File: src/rtl/rgb2bayer_if.sv
// rgb2bayer_if: groups the RGB input stream and the Bayer output stream
// of rgb2bayer.
// The line_err/frame_err signals exist only when RGB2BAYER_ERR_EN is defined.
interface rgb2bayer_if;
    logic        rgb_hsync;
    logic        rgb_vsync;
    logic        rgb_de;
    logic [23:0] rgb_data;
    logic        bayer_hsync;
    logic        bayer_vsync;
    logic        bayer_de;
    logic [7:0]  bayer_data;
`ifdef RGB2BAYER_ERR_EN
    logic        line_err;
    logic        frame_err;
`endif

    // Video source side: drives RGB, observes Bayer.
    modport master (
        output rgb_hsync, output rgb_vsync, output rgb_de, output rgb_data,
        input  bayer_hsync, input bayer_vsync, input bayer_de, input bayer_data
`ifdef RGB2BAYER_ERR_EN
        , input line_err, input frame_err
`endif
    );

    // Converter side: consumes RGB, produces Bayer.
    modport slave (
        input  rgb_hsync, input rgb_vsync, input rgb_de, input rgb_data,
        output bayer_hsync, output bayer_vsync, output bayer_de, output bayer_data
`ifdef RGB2BAYER_ERR_EN
        , output line_err, output frame_err
`endif
    );
endinterface

File: src/rtl/rgb2bayer.sv
// rgb2bayer: re-mosaics an RGB888 stream into an 8-bit Bayer stream.
// Each pixel keeps the one component that the CFA pattern assigns to its
// {row[0], col[0]} position. Syncs and data share a fixed 2-clk latency.
// Optional macro RGB2BAYER_ERR_EN adds line_err/frame_err pulse outputs.
module rgb2bayer #(
    parameter logic [11:0] H_DISP        = 12'd640,
    parameter logic [11:0] V_DISP        = 12'd480,
    parameter logic [1:0]  BAYER_PATTERN = 2'd3    // 0=GRBG 1=RGGB 2=BGGR 3=GBRG
) (
    input  logic         clk,
    input  logic         rst,
    rgb2bayer_if.slave   bus
);

    // Pick the CFA component for a position code {row[0], col[0]}.
    function automatic logic [7:0] sel_comp(input logic [1:0] code, input logic [23:0] px);
        logic [7:0] r, g, b;
        logic [7:0] res;
        r = px[23:16];
        g = px[15:8];
        b = px[7:0];
        res = g;
        case (BAYER_PATTERN)
            2'd0: case (code) 2'b00: res = g; 2'b01: res = r; 2'b10: res = b; default: res = g; endcase
            2'd1: case (code) 2'b00: res = r; 2'b01: res = g; 2'b10: res = g; default: res = b; endcase
            2'd2: case (code) 2'b00: res = b; 2'b01: res = g; 2'b10: res = g; default: res = r; endcase
            default: case (code) 2'b00: res = g; 2'b01: res = b; 2'b10: res = r; default: res = g; endcase
        endcase
        return res;
    endfunction

    // Row advance with wrap at the end of the frame.
    function automatic logic [11:0] row_next(input logic [11:0] r);
        return (r == V_DISP - 12'd1) ? 12'd0 : r + 12'd1;
    endfunction

    logic        vs_prev_q, de_prev_q;
    logic [11:0] col_q, col_d;
    logic [11:0] row_q, row_d;
    logic        vs_rise, de_fall, short_line;

    logic [23:0] data_p1_q;
    logic        hs_p1_q, vs_p1_q, vld_p1_q;
    logic [1:0]  pos_p1_q;

    logic [7:0]  data_p2_q;
    logic        hs_p2_q, vs_p2_q, vld_p2_q;

    assign vs_rise    = bus.rgb_vsync & ~vs_prev_q;
    assign de_fall    = ~bus.rgb_de & de_prev_q;
    assign short_line = de_fall & (col_q != 12'd0);

    // Position counters: vsync rise clears, de advances, short-line de fall wraps.
    always_comb begin
        col_d = col_q;
        row_d = row_q;
        if (vs_rise) begin
            col_d = 12'd0;
            row_d = 12'd0;
        end else if (bus.rgb_de) begin
            if (col_q == H_DISP - 12'd1) begin
                col_d = 12'd0;
                row_d = row_next(row_q);
            end else begin
                col_d = col_q + 12'd1;
            end
        end else if (short_line) begin
            col_d = 12'd0;
            row_d = row_next(row_q);
        end
    end

    // ---- stage 1: capture pixel, syncs and pre-update position ----
    // Stage 1 register plus counter/edge-detect state.
    always_ff @(posedge clk) begin
        if (rst) begin
            vs_prev_q <= 1'b0;
            de_prev_q <= 1'b0;
            col_q     <= 12'd0;
            row_q     <= 12'd0;
            data_p1_q <= 24'd0;
            hs_p1_q   <= 1'b0;
            vs_p1_q   <= 1'b0;
            vld_p1_q  <= 1'b0;
            pos_p1_q  <= 2'b00;
        end else begin
            vs_prev_q <= bus.rgb_vsync;
            de_prev_q <= bus.rgb_de;
            col_q     <= col_d;
            row_q     <= row_d;
            data_p1_q <= bus.rgb_data;
            hs_p1_q   <= bus.rgb_hsync;
            vs_p1_q   <= bus.rgb_vsync;
            vld_p1_q  <= bus.rgb_de;
            pos_p1_q  <= {row_q[0], col_q[0]};
        end
    end

    // ---- stage 2: component select, blanked to zero outside de ----
    // Stage 2 register driving the outputs.
    always_ff @(posedge clk) begin
        if (rst) begin
            data_p2_q <= 8'd0;
            hs_p2_q   <= 1'b0;
            vs_p2_q   <= 1'b0;
            vld_p2_q  <= 1'b0;
        end else begin
            data_p2_q <= vld_p1_q ? sel_comp(pos_p1_q, data_p1_q) : 8'd0;
            hs_p2_q   <= hs_p1_q;
            vs_p2_q   <= vs_p1_q;
            vld_p2_q  <= vld_p1_q;
        end
    end

    assign bus.bayer_hsync = hs_p2_q;
    assign bus.bayer_vsync = vs_p2_q;
    assign bus.bayer_de    = vld_p2_q;
    assign bus.bayer_data  = data_p2_q;

`ifdef RGB2BAYER_ERR_EN
    logic seen_vs_q;
    logic lerr_p1_q, ferr_p1_q;
    logic lerr_p2_q, ferr_p2_q;

    // Error pulses travel the same two stages as the pixel stream.
    always_ff @(posedge clk) begin
        if (rst) begin
            seen_vs_q <= 1'b0;
            lerr_p1_q <= 1'b0;
            ferr_p1_q <= 1'b0;
            lerr_p2_q <= 1'b0;
            ferr_p2_q <= 1'b0;
        end else begin
            seen_vs_q <= seen_vs_q | vs_rise;
            lerr_p1_q <= short_line;
            // The first vsync after reset has no preceding frame to judge.
            ferr_p1_q <= vs_rise & seen_vs_q & ((row_q != 12'd0) | (col_q != 12'd0));
            lerr_p2_q <= lerr_p1_q;
            ferr_p2_q <= ferr_p1_q;
        end
    end

    assign bus.line_err  = lerr_p2_q;
    assign bus.frame_err = ferr_p2_q;
`endif

endmodule

File: src/flat_wrapper.sv
// flat-port wrapper written by rule: the top's interface ports become plain ports
module rgb2bayer_flat 
#(
    parameter logic [11:0] H_DISP        = 12'd640,
    parameter logic [11:0] V_DISP        = 12'd480,
    parameter logic [1:0]  BAYER_PATTERN = 2'd3                                  
)
  (clk, rst, bus_rgb_hsync, bus_rgb_vsync, bus_rgb_de, bus_rgb_data, bus_bayer_hsync, bus_bayer_vsync, bus_bayer_de, bus_bayer_data);
  rgb2bayer_if bus_i ();
  input  logic clk;
  input  logic rst;
  input wire logic [$bits(bus_i.rgb_hsync)-1:0] bus_rgb_hsync;
  input wire logic [$bits(bus_i.rgb_vsync)-1:0] bus_rgb_vsync;
  input wire logic [$bits(bus_i.rgb_de)-1:0] bus_rgb_de;
  input wire logic [$bits(bus_i.rgb_data)-1:0] bus_rgb_data;
  output wire logic [$bits(bus_i.bayer_hsync)-1:0] bus_bayer_hsync;
  output wire logic [$bits(bus_i.bayer_vsync)-1:0] bus_bayer_vsync;
  output wire logic [$bits(bus_i.bayer_de)-1:0] bus_bayer_de;
  output wire logic [$bits(bus_i.bayer_data)-1:0] bus_bayer_data;
  assign bus_i.rgb_hsync = bus_rgb_hsync;
  assign bus_i.rgb_vsync = bus_rgb_vsync;
  assign bus_i.rgb_de = bus_rgb_de;
  assign bus_i.rgb_data = bus_rgb_data;
  assign bus_bayer_hsync = bus_i.bayer_hsync;
  assign bus_bayer_vsync = bus_i.bayer_vsync;
  assign bus_bayer_de = bus_i.bayer_de;
  assign bus_bayer_data = bus_i.bayer_data;
  rgb2bayer #(.H_DISP(H_DISP), .V_DISP(V_DISP), .BAYER_PATTERN(BAYER_PATTERN)) u_core (.clk(clk), .rst(rst), .bus(bus_i));
endmodule
File: config.mk
export PLATFORM = sky130hd
export DESIGN_NAME = rgb2bayer_flat
export DESIGN_NICKNAME = d
export VERILOG_FILES = /design/src/rtl/rgb2bayer_if.sv /design/src/rtl/rgb2bayer.sv /design/src/flat_wrapper.sv
export SDC_FILE = /design/constraint.sdc
export NUM_CORES = 1
export LEC_CHECK = 0
export BUFFER_PORTS_ARGS = -buffer_cell sky130_fd_sc_hd__clkbuf_2
export CAP_MARGIN = 10
export CORE_ASPECT_RATIO = 0.5
export CORE_MARGIN = 2
export CORE_UTILIZATION = 30
export CTS_CLUSTER_SIZE = 28
export DETAILED_ROUTE_END_ITERATION = 10
export SYNTH_ARGS = -nofsm -noshare
export SYNTH_HDL_FRONTEND = slang
export SYNTH_SLANG_ARGS = --single-unit
File: constraint.sdc
create_clock -name clk -period 4.25 [get_ports clk]
set_input_delay 0.425 -clock clk [delete_from_list [all_inputs] [get_ports clk]]
set_output_delay 0.425 -clock clk [all_outputs]
set_load 0.05 [all_outputs]
-- Yosys cells after proc, flatten, opt, wreduce, memory -nomap -nowiden
Cells that the tools add are included.
- add/sub/neg operators: 2
- equal/unequal tests: 5
- muxes and demuxes: 8
- bitwise operators: 6
- reduce and logical (&&, ||, !) cells: 5
- operators with widths (kind ; number):
    12-bit 2-to-1 mux ; 7
    12-bit by 1-bit adder with 12-bit output, second input constant ; 2
    8-bit one-hot mux with 2 select lines ; 1
    12-bit by 10-bit == test with 1-bit output, second input constant ; 1
    12-bit by 9-bit == test with 1-bit output, second input constant ; 1
    12-bit nonzero test ; 1
    2-bit OR reduction ; 2
    1-bit AND ; 3
    1-bit NOT ; 3
    2-bit by 1-bit == test with 1-bit output, second input constant ; 1
    2-bit == test, second input constant ; 1
    2-bit by 1-bit inequality test with 1-bit output, second input constant ; 1
    2-bit AND reduction ; 1
    2-bit nonzero test ; 1
- flip-flop bits (word level): 64
- input bits: 29
- output and inout port bits: 11
- logic and storage cells: 37

-- Depth between registers and ports, before layout
- depth in word-level cells: 5
- depth in mapped cells: 9

-- Worst setup path after synthesis
Ideal clock, no wire load.
- path kind: reg-to-reg
- start: register u_core.col_q[0]
- end: register u_core.row_q[6]
- library setup time: 70 ps
- arrival time: 1945 ps
- data required time: 4180 ps
- slack: 2235 ps
- stages on the path, launching flop included: 9
- period minus slack after synthesis: 2015 ps
- cells stage by stage: dfxtp_1 -> inv_1 -> ha_1 -> nor4b_1 -> a31o_2 -> mux2_4 -> buf_6 -> or4_1 -> a21oi_1
- longest elaborated chain between the ends: 4
- RTL lines (what ; RTL line ; RTL):
    start: declaration ; rgb2bayer.sv:38 ; logic [11:0] col_q, col_d;
    start signal: assignment ; rgb2bayer.sv:89 ; col_q <= col_d;
    12-bit nonzero test ; rgb2bayer.sv:51 ; assign short_line = de_fall & (col_q != 12'd0);
    1-bit AND ; rgb2bayer.sv:51 ;
    2-bit nonzero test (no line) ; - ;
    2-bit AND reduction (no line) * ; - ;
    end signal: assignment ; rgb2bayer.sv:90 ; row_q <= row_d;
    end: declaration ; rgb2bayer.sv:39 ; logic [11:0] row_q, row_d;
Mark *: on every way between the ends. The rest lies on a longest branch, timed or not.
A chain may end at the register's enable or synchronous reset.

-- Final worst setup path
- start: register u_core.col_q[0]
- end: register u_core.row_q[5]
The elaborated chain is that of the path after synthesis.

==> run summary <==
Root buffer cell -> clkbuf_16
First-pass DRT Iterations -> 4
Final nets -> 357
Die area -> 9320 µm²
TNS Setup -> 0 ns
Multi-input gate area -> 1170 µm²
#FFs+latches synth -> 64
Clock latency on the worst-skew pair -> 0.33 ns
Crit path cell chain -> ha_1 > and3_1 > nand4_1 > mux2_4 > or4_1 > a21oi_1
Synth Net Count -> 322
Reg2reg setup slack -> 2.09 ns
CTS H-Tree Depth -> 3
Top post-synthesis cells by area -> dfxtp_1, nor2b_1, a21oi_1
Fill count -> 810
Die Y -> 69.3 µm
First-pass GRT wire length -> 9740 µm
Placed Area -> 2830 µm²
Final setup vio count -> 0
GP Congestion -> 0.817
Starting Density -> 31.4%
CP startpoint kind -> flip-flop
Cell taking the most area after synthesis -> dfxtp_1
Most common cell in the netlist -> dfxtp_1
Syn Area/Cell -> 8.87 µm²
Slew HR -> 48.8%
N_diodes -> 0
CTS Hold Bufs -> 0
Cell area after synthesis -> 2550 µm²
Via/cell ratio -> 4.83
Post-CTS resize count -> 0
Yosys cell types -> 38
DP Wirelength -> 3820 µm
IO Count -> 40
VDD IR-drop max -> 0.250 mV
Sequential cell area -> 1280 µm²
Worst Setup End Kind -> flip-flop
Routed Antenna Nets -> 0
Reg2Reg Depth -> 6
Sequential-to-total area share from yosys stat -> 50.1%
Grt total ovfl -> 0
Fraction of registers with async set/reset -> 0%
Setup CP Type -> flip-flop to flip-flop
Total clock sinks -> 64
Top cells by count, synth -> dfxtp_1, nor2_1, nor2b_1, a21oi_1
Least-Margin Pin Slew -> 0.768 ns
HP Start -> bus_rgb_data[7]
Layout area overhead -> 23.2%
Synth Flop Type -> dfxtp_1
Largest stage delay, worst path -> 0.52 ns
Vias in the first global route -> 2086
Status -> finished, final reports clean
Total CTS buffers -> 9
Final instance area -> 3150 µm²
Core area -> 8140 µm²
Final Hold Viols -> 0
Critical Path Fanout Max -> 20
Hold EP -> u_core.data_p1_q[7]
Layout cells sized above 1 -> 18.0%
TritonCTS clock tree -> yes
Max frequency -> 0.463 GHz
Clock slew at reported path FFs -> 0.05 ns
Total GRT Usage -> 13.1%
Detailed Route WL -> 5500 µm
Largest net degree at the start of global routing -> 35
Maximum clock path buffer count -> 2
Period utilization -> 50.8%
CP arrival -> 2.41 ns
Synth warn -> 0
Hold crit path type -> input port to flip-flop
Max Clock Skew -> 0.00325 ns
Pwr dens -> 469 nW/µm²
MaxCap Viol Count -> 0
RSZ-0062 raised after global routing -> no
Pins over their slew limit -> 0
Post-CTS setup buffers -> 0
I/O Buffers -> 39
Fin crit period -> 2.16 ns
Leak pwr -> 1.16 nW
Initial antenna violation count -> 0
Post-synth EDFFs -> 0
Area share of the largest cell type after synthesis -> 50.1%
WP data required -> 4.50 ns
Hold Path Stages -> 2
Post-DR wirelength/cell -> 12.5 µm
Die width -> 135 µm
Worst hold slack -> 0.302 ns
Crit-path slowest cell -> or4_1
FF-to-FF End -> u_core.row_q[5]
Post-Syn Instances -> 288
Row cnt -> 23
R2r startpoint -> u_core.col_q[0]
1st-iter DRT viols -> 211
Vias -> 2125
DR DRC count -> 0
## through the flow
stage,power [mW],std cells,util (%),worst slack (ns)
after detailed placement,0.705,424,34.7,2.10
after global placement,0.704,424,34.7,2.14
after floorplan,0.681,288,-,2.23
final,1.48,440,38.6,2.09
after CTS,1.50,440,38.6,2.10
after global routing,1.53,440,38.6,1.94
## area by class of cell
type / count / share of cell area [%]
multi-input combinational: 199 / 37.3
sequential: 64 / 40.7
clock buffer: 9 / 7.16
tap: 112 / 4.45
clock inverter: 7 / 3.02
inverter: 10 / 1.19
timing repair buffer: 39 / 6.20
## kinds of logic (layout without fill, tap and decap cells)
| family | Yosys count | count (layout) | synth area share, % |
|---|---|---|---|
| AO/OA/AOI/OAI | 67 | 67 | 15.8 |
| XOR/XNOR | 1 | 1 | 0.343 |
| adder cells (fa/ha/maj) | 5 | 5 | 2.45 |
| buffers and inverters | 25 | 65 | 3.97 |
| flip-flops | 64 | 64 | 50.1 |
| multiplexers | 2 | 2 | 0.979 |
| AND/OR/NAND/NOR | 124 | 124 | 26.3 |
## worst max-delay path by stage
stage	from	to	slack [ns]	cells after the start
final	u_core.col_q[0]	u_core.row_q[5]	2.09	6
after CTS	u_core.col_q[0]	u_core.row_q[5]	2.10	7
after floorplan	u_core.col_q[0]	u_core.row_q[6]	2.23	8
after detailed placement	u_core.col_q[0]	u_core.row_q[5]	2.10	7
after global routing	u_core.col_q[0]	u_core.row_q[6]	1.94	6
after global placement	u_core.col_q[0]	u_core.row_q[5]	2.14	6
## power breakdown
group	total (mW)	switching, mW	internal [mW]
Combinational	0.0680	0.0418	0.0262
Sequential	0.623	0.00564	0.618
Clock	0.785	0.272	0.513
Total	1.48	0.319	1.16
## state kept, by name (all words and copies together) (netlist names), 2 cells and up
name	cells
u_core.pos_p1_q	2
u_core.col_q	12
u_core.bus.bayer_data	8
u_core.data_p1_q	24
u_core.row_q	12
## per-layer routing
layer / part of all wire [%] / GRT usage, % / up-vias
li1: - / - / 1082
met1: 48 / 16.2 / 993
met2: 46 / 20.5 / 43
met3: 4.8 / 5.85 / 7
met4: 1.5 / 3.86 / 0
met5: 0 / 0 / -
## layout by cell type, fill, tap and decap left out, types with 3 or more instances in the layout
cell,instances
dfxtp_1,64
clkbuf_2,39
nor2_1,31
nor2b_1,28
a21oi_1,24
nand2_1,15
o21ai_0,15
nand3_1,12
inv_1,10
a22oi_1,9
clkbuf_16,9
nor3_1,8
or3_1,7
a31oi_1,7
or4_1,5
ha_1,5
nand4_1,4
and3_1,3
and2_1,3
## critical path, delay by kind of cell (launching register included)
family                   cells  cell delay [ns]
AND/OR/NAND/NOR              3             0.97
flip-flops                   1             0.39
multiplexers                 1             0.39
adder cells (fa/ha/maj)      1             0.22
AO/OA/AOI/OAI                1             0.13
No activity file was read; power rests on OpenSTA's default activity.
